`config.mk`:
```
export PLATFORM = sky130hd
export DESIGN_NAME = dadda_mac_pipe
export DESIGN_NICKNAME = d
export VERILOG_FILES = /design/src/rtl/dadda_mac_pipe.sv
export SDC_FILE = /design/constraint.sdc
export NUM_CORES = 1
export LEC_CHECK = 0
export CAP_MARGIN = 10
export CORE_MARGIN = 5
export CORE_UTILIZATION = 64
export DETAILED_ROUTE_END_ITERATION = 7
export HOLD_SLACK_MARGIN = 0.05
export PLACE_DENSITY = 0.86
export SYNTH_ARGS = -nofsm -noshare
export SYNTH_HDL_FRONTEND = slang
export SYNTH_SLANG_ARGS = --single-unit
```
`constraint.sdc`:
```
create_clock -name clk_i -period 5.09 [get_ports clk_i]
set_input_delay 1.018 -clock clk_i [delete_from_list [all_inputs] [get_ports clk_i]]
set_output_delay 1.018 -clock clk_i [all_outputs]
set_load 0.01 [all_outputs]
```
`src/rtl/dadda_mac_pipe.sv`:
```
// Three-stage pipelined unsigned multiply-accumulate on a Dadda tree.
// S1: partial products reduced to at most four rows. S2: reduced to two rows.
// S3: carry-propagate add into the output register, plus the persistent
// accumulator for mode 1. All stages share one stall enable.
// GUARD must be at least 1 so the mode-0 sum (2*WIDTH+1 bits) fits in res.
module dadda_mac_pipe #(
  parameter int WIDTH = 8,
  parameter int GUARD = 8
) (
  input  logic                       clk_i,
  input  logic                       rst_i,
  input  logic                       in_valid_i,
  output logic                       in_ready_o,
  input  logic [WIDTH-1:0]           a_i,
  input  logic [WIDTH-1:0]           b_i,
  input  logic [2*WIDTH-1:0]         m_i,
  input  logic                       mode_i,
  input  logic                       clr_i,
  output logic                       out_valid_o,
  input  logic                       out_ready_i,
  output logic [2*WIDTH+GUARD-1:0]   res_o
);

  localparam int PW    = 2 * WIDTH;
  localparam int ACC_W = PW + GUARD;
  localparam int CH    = (WIDTH < 2) ? 2 : WIDTH;  // column capacity
  localparam int BUF   = 2 * CH + 2;               // column bits plus incoming carries
  localparam int R1    = (WIDTH < 4) ? WIDTH : 4;  // rows left after S1

  // bit matrix: one entry per column of weight 2^c, bits packed from index 0
  typedef logic [PW-1:0][CH-1:0] mat_t;
  typedef logic [PW-1:0][15:0]   hgt_t;

  // One Dadda pass: bring every column down to height d, LSB column first,
  // so carries produced in column c are counted in the height of column c+1.
  function automatic void dadda_step(input mat_t mi, input hgt_t hi, input int d,
                                     output mat_t mo, output hgt_t ho);
    logic [BUF-1:0] bits;
    logic [CH:0]    cy;
    logic [CH:0]    cy_n;
    int ncy, n, e, nfa, nha, k, o;
    mo  = '0;
    ho  = '0;
    cy  = '0;
    ncy = 0;
    for (int c = 0; c < PW; c++) begin
      bits = '0;
      n    = 0;
      for (int i = 0; i < CH; i++)
        if (i < int'(hi[c])) begin
          bits[n] = mi[c][i];
          n++;
        end
      for (int i = 0; i <= CH; i++)
        if (i < ncy) begin
          bits[n] = cy[i];
          n++;
        end
      e    = (n > d) ? n - d : 0;
      nfa  = e / 2;
      nha  = e % 2;
      cy_n = '0;
      k    = 0;
      o    = 0;
      for (int f = 0; f < CH; f++)
        if (f < nfa) begin
          mo[c][o] = bits[k] ^ bits[k+1] ^ bits[k+2];
          cy_n[f]  = (bits[k] & bits[k+1]) | (bits[k+2] & (bits[k] ^ bits[k+1]));
          k += 3;
          o++;
        end
      if (nha == 1) begin
        mo[c][o]   = bits[k] ^ bits[k+1];
        cy_n[nfa]  = bits[k] & bits[k+1];
        k += 2;
        o++;
      end
      for (int i = 0; i < BUF; i++)
        if (i >= k && i < n) begin
          mo[c][o] = bits[i];
          o++;
        end
      ho[c] = 16'(o);
      cy    = cy_n;
      ncy   = nfa + nha;
    end
  endfunction

  // Partial-product matrix followed by the Dadda passes whose targets are >= 4.
  // Carries out of the top column are always zero since a*b < 2^PW.
  function automatic mat_t s1_reduce(input logic [WIDTH-1:0] a, input logic [WIDTH-1:0] b);
    mat_t m0, m1;
    hgt_t h0, h1;
    int   dseq [16];
    int   cnt;
    m0 = '0;
    h0 = '0;
    for (int c = 0; c < PW; c++) begin
      cnt = 0;
      for (int i = 0; i < WIDTH; i++)
        if (c - i >= 0 && c - i < WIDTH) begin
          m0[c][cnt] = a[i] & b[c-i];
          cnt++;
        end
      h0[c] = 16'(cnt);
    end
    dseq[0] = 2;
    for (int j = 1; j < 16; j++) dseq[j] = (dseq[j-1] * 3) / 2;
    for (int j = 15; j >= 0; j--)
      if (dseq[j] >= 4 && dseq[j] < WIDTH) begin
        dadda_step(m0, h0, dseq[j], m1, h1);
        m0 = m1;
        h0 = h1;
      end
    return m0;
  endfunction

  // Final two Dadda passes (targets 3 and 2). Every column is treated as full
  // height R1; positions that S1 left empty are constant zero and fold away.
  function automatic mat_t s2_reduce(input logic [R1-1:0][PW-1:0] rows);
    mat_t m0, m1;
    hgt_t h0, h1;
    m0 = '0;
    h0 = '0;
    for (int c = 0; c < PW; c++) begin
      for (int r = 0; r < R1; r++) m0[c][r] = rows[r][c];
      h0[c] = 16'(R1);
    end
    dadda_step(m0, h0, 3, m1, h1);
    dadda_step(m1, h1, 2, m0, h0);
    return m0;
  endfunction

  logic                    en;
  mat_t                    s1_mat_d, s2_mat_d;
  logic [R1-1:0][PW-1:0]   s1_rows_d, s1_rows_q;
  logic [PW-1:0]           s2_r0_d, s2_r1_d, s2_r0_q, s2_r1_q;
  logic [PW-1:0]           s1_m_q, s2_m_q;
  logic                    s1_mode_q, s1_clr_q, s1_valid_q;
  logic                    s2_mode_q, s2_clr_q, s2_valid_q;
  logic [PW-1:0]           prod_d;
  logic [PW:0]             sum0_d;
  logic [ACC_W-1:0]        base_d, acc_d, res_d;
  logic [ACC_W-1:0]        acc_q, res_q;
  logic                    out_valid_q;

  assign en          = !out_valid_q || out_ready_i;
  assign in_ready_o  = en;
  assign out_valid_o = out_valid_q;
  assign res_o       = res_q;

  // S1 combinational: partial products down to R1 rows
  always_comb begin
    s1_rows_d = '0;
    s1_mat_d  = s1_reduce(a_i, b_i);
    for (int r = 0; r < R1; r++)
      for (int c = 0; c < PW; c++)
        s1_rows_d[r][c] = s1_mat_d[c][r];
  end

  // S2 combinational: R1 rows down to a sum row and a carry row
  always_comb begin
    s2_r0_d  = '0;
    s2_r1_d  = '0;
    s2_mat_d = s2_reduce(s1_rows_q);
    for (int c = 0; c < PW; c++) begin
      s2_r0_d[c] = s2_mat_d[c][0];
      s2_r1_d[c] = s2_mat_d[c][1];
    end
  end

  // S3 combinational: carry-propagate add and accumulator update
  always_comb begin
    prod_d = s2_r0_q + s2_r1_q;
    sum0_d = {1'b0, prod_d} + {1'b0, s2_m_q};
    base_d = s2_clr_q ? ACC_W'(s2_m_q) : acc_q;
    acc_d  = base_d + ACC_W'(prod_d);
    res_d  = s2_mode_q ? acc_d : ACC_W'(sum0_d);
  end

  // S1 register: reduced rows and sideband, advancing only when enabled
  always_ff @(posedge clk_i) begin
    if (rst_i) begin
      s1_valid_q <= 1'b0;
      s1_rows_q  <= '0;
      s1_m_q     <= '0;
      s1_mode_q  <= 1'b0;
      s1_clr_q   <= 1'b0;
    end else if (en) begin
      s1_valid_q <= in_valid_i;
      s1_rows_q  <= s1_rows_d;
      s1_m_q     <= m_i;
      s1_mode_q  <= mode_i;
      s1_clr_q   <= clr_i;
    end
  end

  // S2 register: two rows and sideband
  always_ff @(posedge clk_i) begin
    if (rst_i) begin
      s2_valid_q <= 1'b0;
      s2_r0_q    <= '0;
      s2_r1_q    <= '0;
      s2_m_q     <= '0;
      s2_mode_q  <= 1'b0;
      s2_clr_q   <= 1'b0;
    end else if (en) begin
      s2_valid_q <= s1_valid_q;
      s2_r0_q    <= s2_r0_d;
      s2_r1_q    <= s2_r1_d;
      s2_m_q     <= s1_m_q;
      s2_mode_q  <= s1_mode_q;
      s2_clr_q   <= s1_clr_q;
    end
  end

  // S3 register: result, out_valid and accumulator; bubbles leave acc alone
  always_ff @(posedge clk_i) begin
    if (rst_i) begin
      out_valid_q <= 1'b0;
      res_q       <= '0;
      acc_q       <= '0;
    end else if (en) begin
      out_valid_q <= s2_valid_q;
      if (s2_valid_q) begin
        res_q <= res_d;
        if (s2_mode_q) acc_q <= acc_d;
      end
    end
  end

endmodule

```
==> impl_metrics.env <==
export IMPL_grt_pass1_vias=7717
export IMPL_intPower_mw=2.28
export IMPL_fillers=1078
export IMPL_mostFrequentLayoutCells="270 x nand2_1, 164 x dfxtp_1, 157 x a21oi_1, 62 x clkdlybuf4s50_1, 55 x nor2_1"
export IMPL_fin_worst_skew_ns=0.00765
export IMPL_use_met2_pct=43.2
export IMPL_insertedDiodeCount=0
export IMPL_post_route_period_util_pct=80.8
export IMPL_switchingPower_mw=0.922
export IMPL_ant_nets=0
export IMPL_ff2ff_path_depth=16
export IMPL_ys_types=65
export IMPL_r2r_end="acc_q[19]"
export IMPL_r2r_slack_ns=0.98
export IMPL_hp_class="reg -> reg"
export IMPL_vias=8163
export IMPL_setup_tns_ns=0
export IMPL_slew_viol_final=0
export IMPL_cp_start_kind="register"
export IMPL_route_detailed_drc=0
export IMPL_min_delay_start="s1_rows_q[18]"
export IMPL_die_w_um=131
export IMPL_vdd_ir_drop_max_mv=0.255
export IMPL_leakage_nw=4.28
export IMPL_routedWlPerCell_um=16.0
export IMPL_io_pins=64
export IMPL_grt_pass1_wl_mm=36.8
export IMPL_busiest_layer="met2"
export IMPL_critPathKind="reg -> reg"
export IMPL_fp_dieH_um=131
export IMPL_cts_buffer_depth=2
export IMPL_cts_root_buf="clkbuf_16"
export IMPL_ys_ff_latch=164
export IMPL_post_cts_resized=0
export IMPL_grt_setup_unrepaired="false"
export IMPL_synth_fp_nets=1272
export IMPL_post_route_min_period_ns=4.11
export IMPL_grt_overflow_total=0
export IMPL_post_cts_buffers=0
export IMPL_cp_data_arrival_time_ns=4.48
export IMPL_grtUsageTotal_pct=26.8
export IMPL_place_congestion=0.922
export IMPL_syn_inst=1141
export IMPL_tightest_slew_ns=1.12
export IMPL_coreArea_sq_mm=0.0144
export IMPL_cts_sinks=164
export IMPL_cts_tree="built"
export IMPL_swShare_pct=28.8
export IMPL_detail_route_iter0_violations=746
export IMPL_outcome="complete, no violations"
export IMPL_finalSetupViolCount=0
export IMPL_portBuffers=63
export IMPL_seqPwrFrac_pct=44.0
export IMPL_h_tree_depth=4
export IMPL_met1_usage_pct=36.2
export IMPL_whs_path_depth=2
export IMPL_synth_ff_type="dfxtp_1"
export IMPL_powerDensity_mw_per_mm2=302
export IMPL_grt_max_degree=111
export IMPL_clkLatencyLatePin_ns=0.44
export IMPL_synth_edf_count=0
export IMPL_dp_hpwl_mm=15.2
export IMPL_vias_per_cell=5.95
export IMPL_clk_pin_slew_ns=0.07
export IMPL_ctsHoldBuffers=0
export IMPL_hold_violations=0
export IMPL_power_mw=3.20
export IMPL_die_area_sq_mm=0.0171
export IMPL_area_delta_synth_final_pct=13.8
export IMPL_antenna_found_initial=1
export IMPL_combPwrFrac_pct=17.5
export IMPL_p_clk_share_pct=38.5
export IMPL_worstPathRequired_ns=5.45
export IMPL_final_common_cell="nand2_1"
export IMPL_async_flop_share_pct=0
export IMPL_hold_path_end="s1_rows_q[18]"
export IMPL_rows=44
export IMPL_initial_utilization_pct=64.6
export IMPL_maxCapViolCount=0
export IMPL_netlist_area_sq_mm=0.00932
export IMPL_firstDrtPassIters=5
export IMPL_syn_avg_cell_area_sq_um=8.17
export IMPL_relSlewSlack_pct=25.5
export IMPL_grt_use_met3_pct=5.73
export IMPL_seq_area_frac_synth_pct=35.2
export IMPL_max_freq_mhz=243
export IMPL_final_nets=1307
export IMPL_rr_startpoint="s2_r0_q[4]"
export IMPL_path_max_fanout=5
export IMPL_yosysWarnings=0
export IMPL_worstSetupEndpointType="register"
export IMPL_drive_gt1_share_pct=6.06
export IMPL_routed_wl_mm=21.9
export IMPL_cts_buffers=17
[cells by family after synthesis]
group | after synthesis | share of synthesized area, %
XOR/XNOR | 36 | 3.38
buffers and inverters | 89 | 3.68
adder cells (fa/ha/maj) | 93 | 15.6
multiplexers | 21 | 2.46
flip-flops | 164 | 35.2
AO/OA/AOI/OAI | 278 | 17.9
AND/OR/NAND/NOR | 460 | 21.7
[power by group through the flow]
stage	sequential, mW	clock (mW)	combinational [mW]
floorplan	1.42	0	0.398
global placement	1.43	0	0.537
detailed placement	1.44	0	0.550
CTS	1.41	1.25	0.557
global route	1.42	1.31	0.632
finish	1.41	1.23	0.562
[routing by layer]
| layer | vias up | share of wire [%] | routed length [um] |
|---|---|---|---|
| li1 | 3977 | - | - |
| met1 | 3862 | 44 | 9710 |
| met2 | 279 | 47 | 10200 |
| met3 | 43 | 7.0 | 1530 |
| met4 | 2 | 2.2 | 473 |
| met5 | - | 0.046 | 10 |
[metrics by stage]
step / instances / hold slack [ns] / cell area, sq um / worst slack [ns] / util (%)
CTS: 1373 / 0.452 / 10600 / 1.08 / 73.6
floorplan: 1141 / 0.432 / 9320 / 1.62 / -
finish: 1373 / 0.451 / 10600 / 0.979 / 73.6
global placement: 1341 / 0.435 / 10000 / 1.22 / 69.6
global route: 1373 / 0.470 / 10600 / 0.694 / 73.6
detailed placement: 1341 / 0.443 / 10000 / 1.12 / 69.6
[worst max path at each step]
stage | start | end
4_1_cts | s2_r0_q[4] | res_o[17]
3_3_place_gp | s2_r0_q[4] | res_o[17]
2_1_floorplan | s2_r0_q[3] | acc_q[22]
3_5_place_dp | s2_r0_q[4] | res_o[17]
6_report | s2_r0_q[4] | acc_q[19]
5_1_grt | s2_r1_q[4] | acc_q[19]
[cells in the mapped netlist, drive strengths merged (5+ instances only)]
cell type | n | share of area [%]
nor2 | 55 | 2.2
dfxtp | 164 | 35
and2 | 39 | 2.6
a21oi | 157 | 8.4
mux2i | 6 | 0.64
or3 | 5 | 0.34
nor2b | 12 | 0.89
a21o | 5 | 0.40
mux2 | 15 | 1.8
nand3 | 38 | 2.0
nor3 | 16 | 0.91
a211oi | 19 | 1.5
nand2 | 271 | 11
a31oi | 8 | 0.54
clkbuf | 44 | 1.8
inv | 31 | 1.2
fa | 39 | 8.4
xor2 | 18 | 1.7
buf | 13 | 0.62
ha | 54 | 7.2
o21a | 8 | 0.64
o211ai | 9 | 0.72
o21ai | 42 | 2.3
xnor2 | 18 | 1.7
and3 | 7 | 0.47
[cell type report]
| type | instances | area (sq um) | share of cell area [%] |
|---|---|---|---|
| clock buffers | 18 | 439 | 4.14 |
| flip-flops and latches | 164 | 3280 | 30.9 |
| multi-input cells | 888 | 5710 | 53.8 |
| well taps | 184 | 230 | 2.17 |
| clock inverters | 14 | 126 | 1.19 |
| repair buffers | 73 | 703 | 6.63 |
| inverters | 32 | 121 | 1.14 |
[registers in the layout, indices dropped and copies added (netlist names)]
signal	cells
s1_m_q	16
s2_clr_q	1
s1_rows_q	49
s2_m_q	16
s1_mode_q	1
acc_q	24
s2_r0_q	15
res_o	24
s2_valid_q	1
s2_mode_q	1
s2_r1_q	13
out_valid_o	1
s1_clr_q	1
s1_valid_q	1
[critical path, stage by stage (launching register included)]
cell	delay [ns]
dfxtp_1	0.33
ha_1	0.30
a21oi_1	0.22
o211ai_1	0.15
o311ai_0	0.38
nand3_1	0.18
o21ai_0	0.18
a21boi_0	0.12
xor2_1	0.17
ha_1	0.39
nand2_1	0.08
a21oi_1	0.27
o21ai_0	0.18
a32oi_1	0.41
nand2_1	0.17
or3_1	0.33
a31oi_1	0.15
No activity file was read; power rests on OpenSTA's default activity.
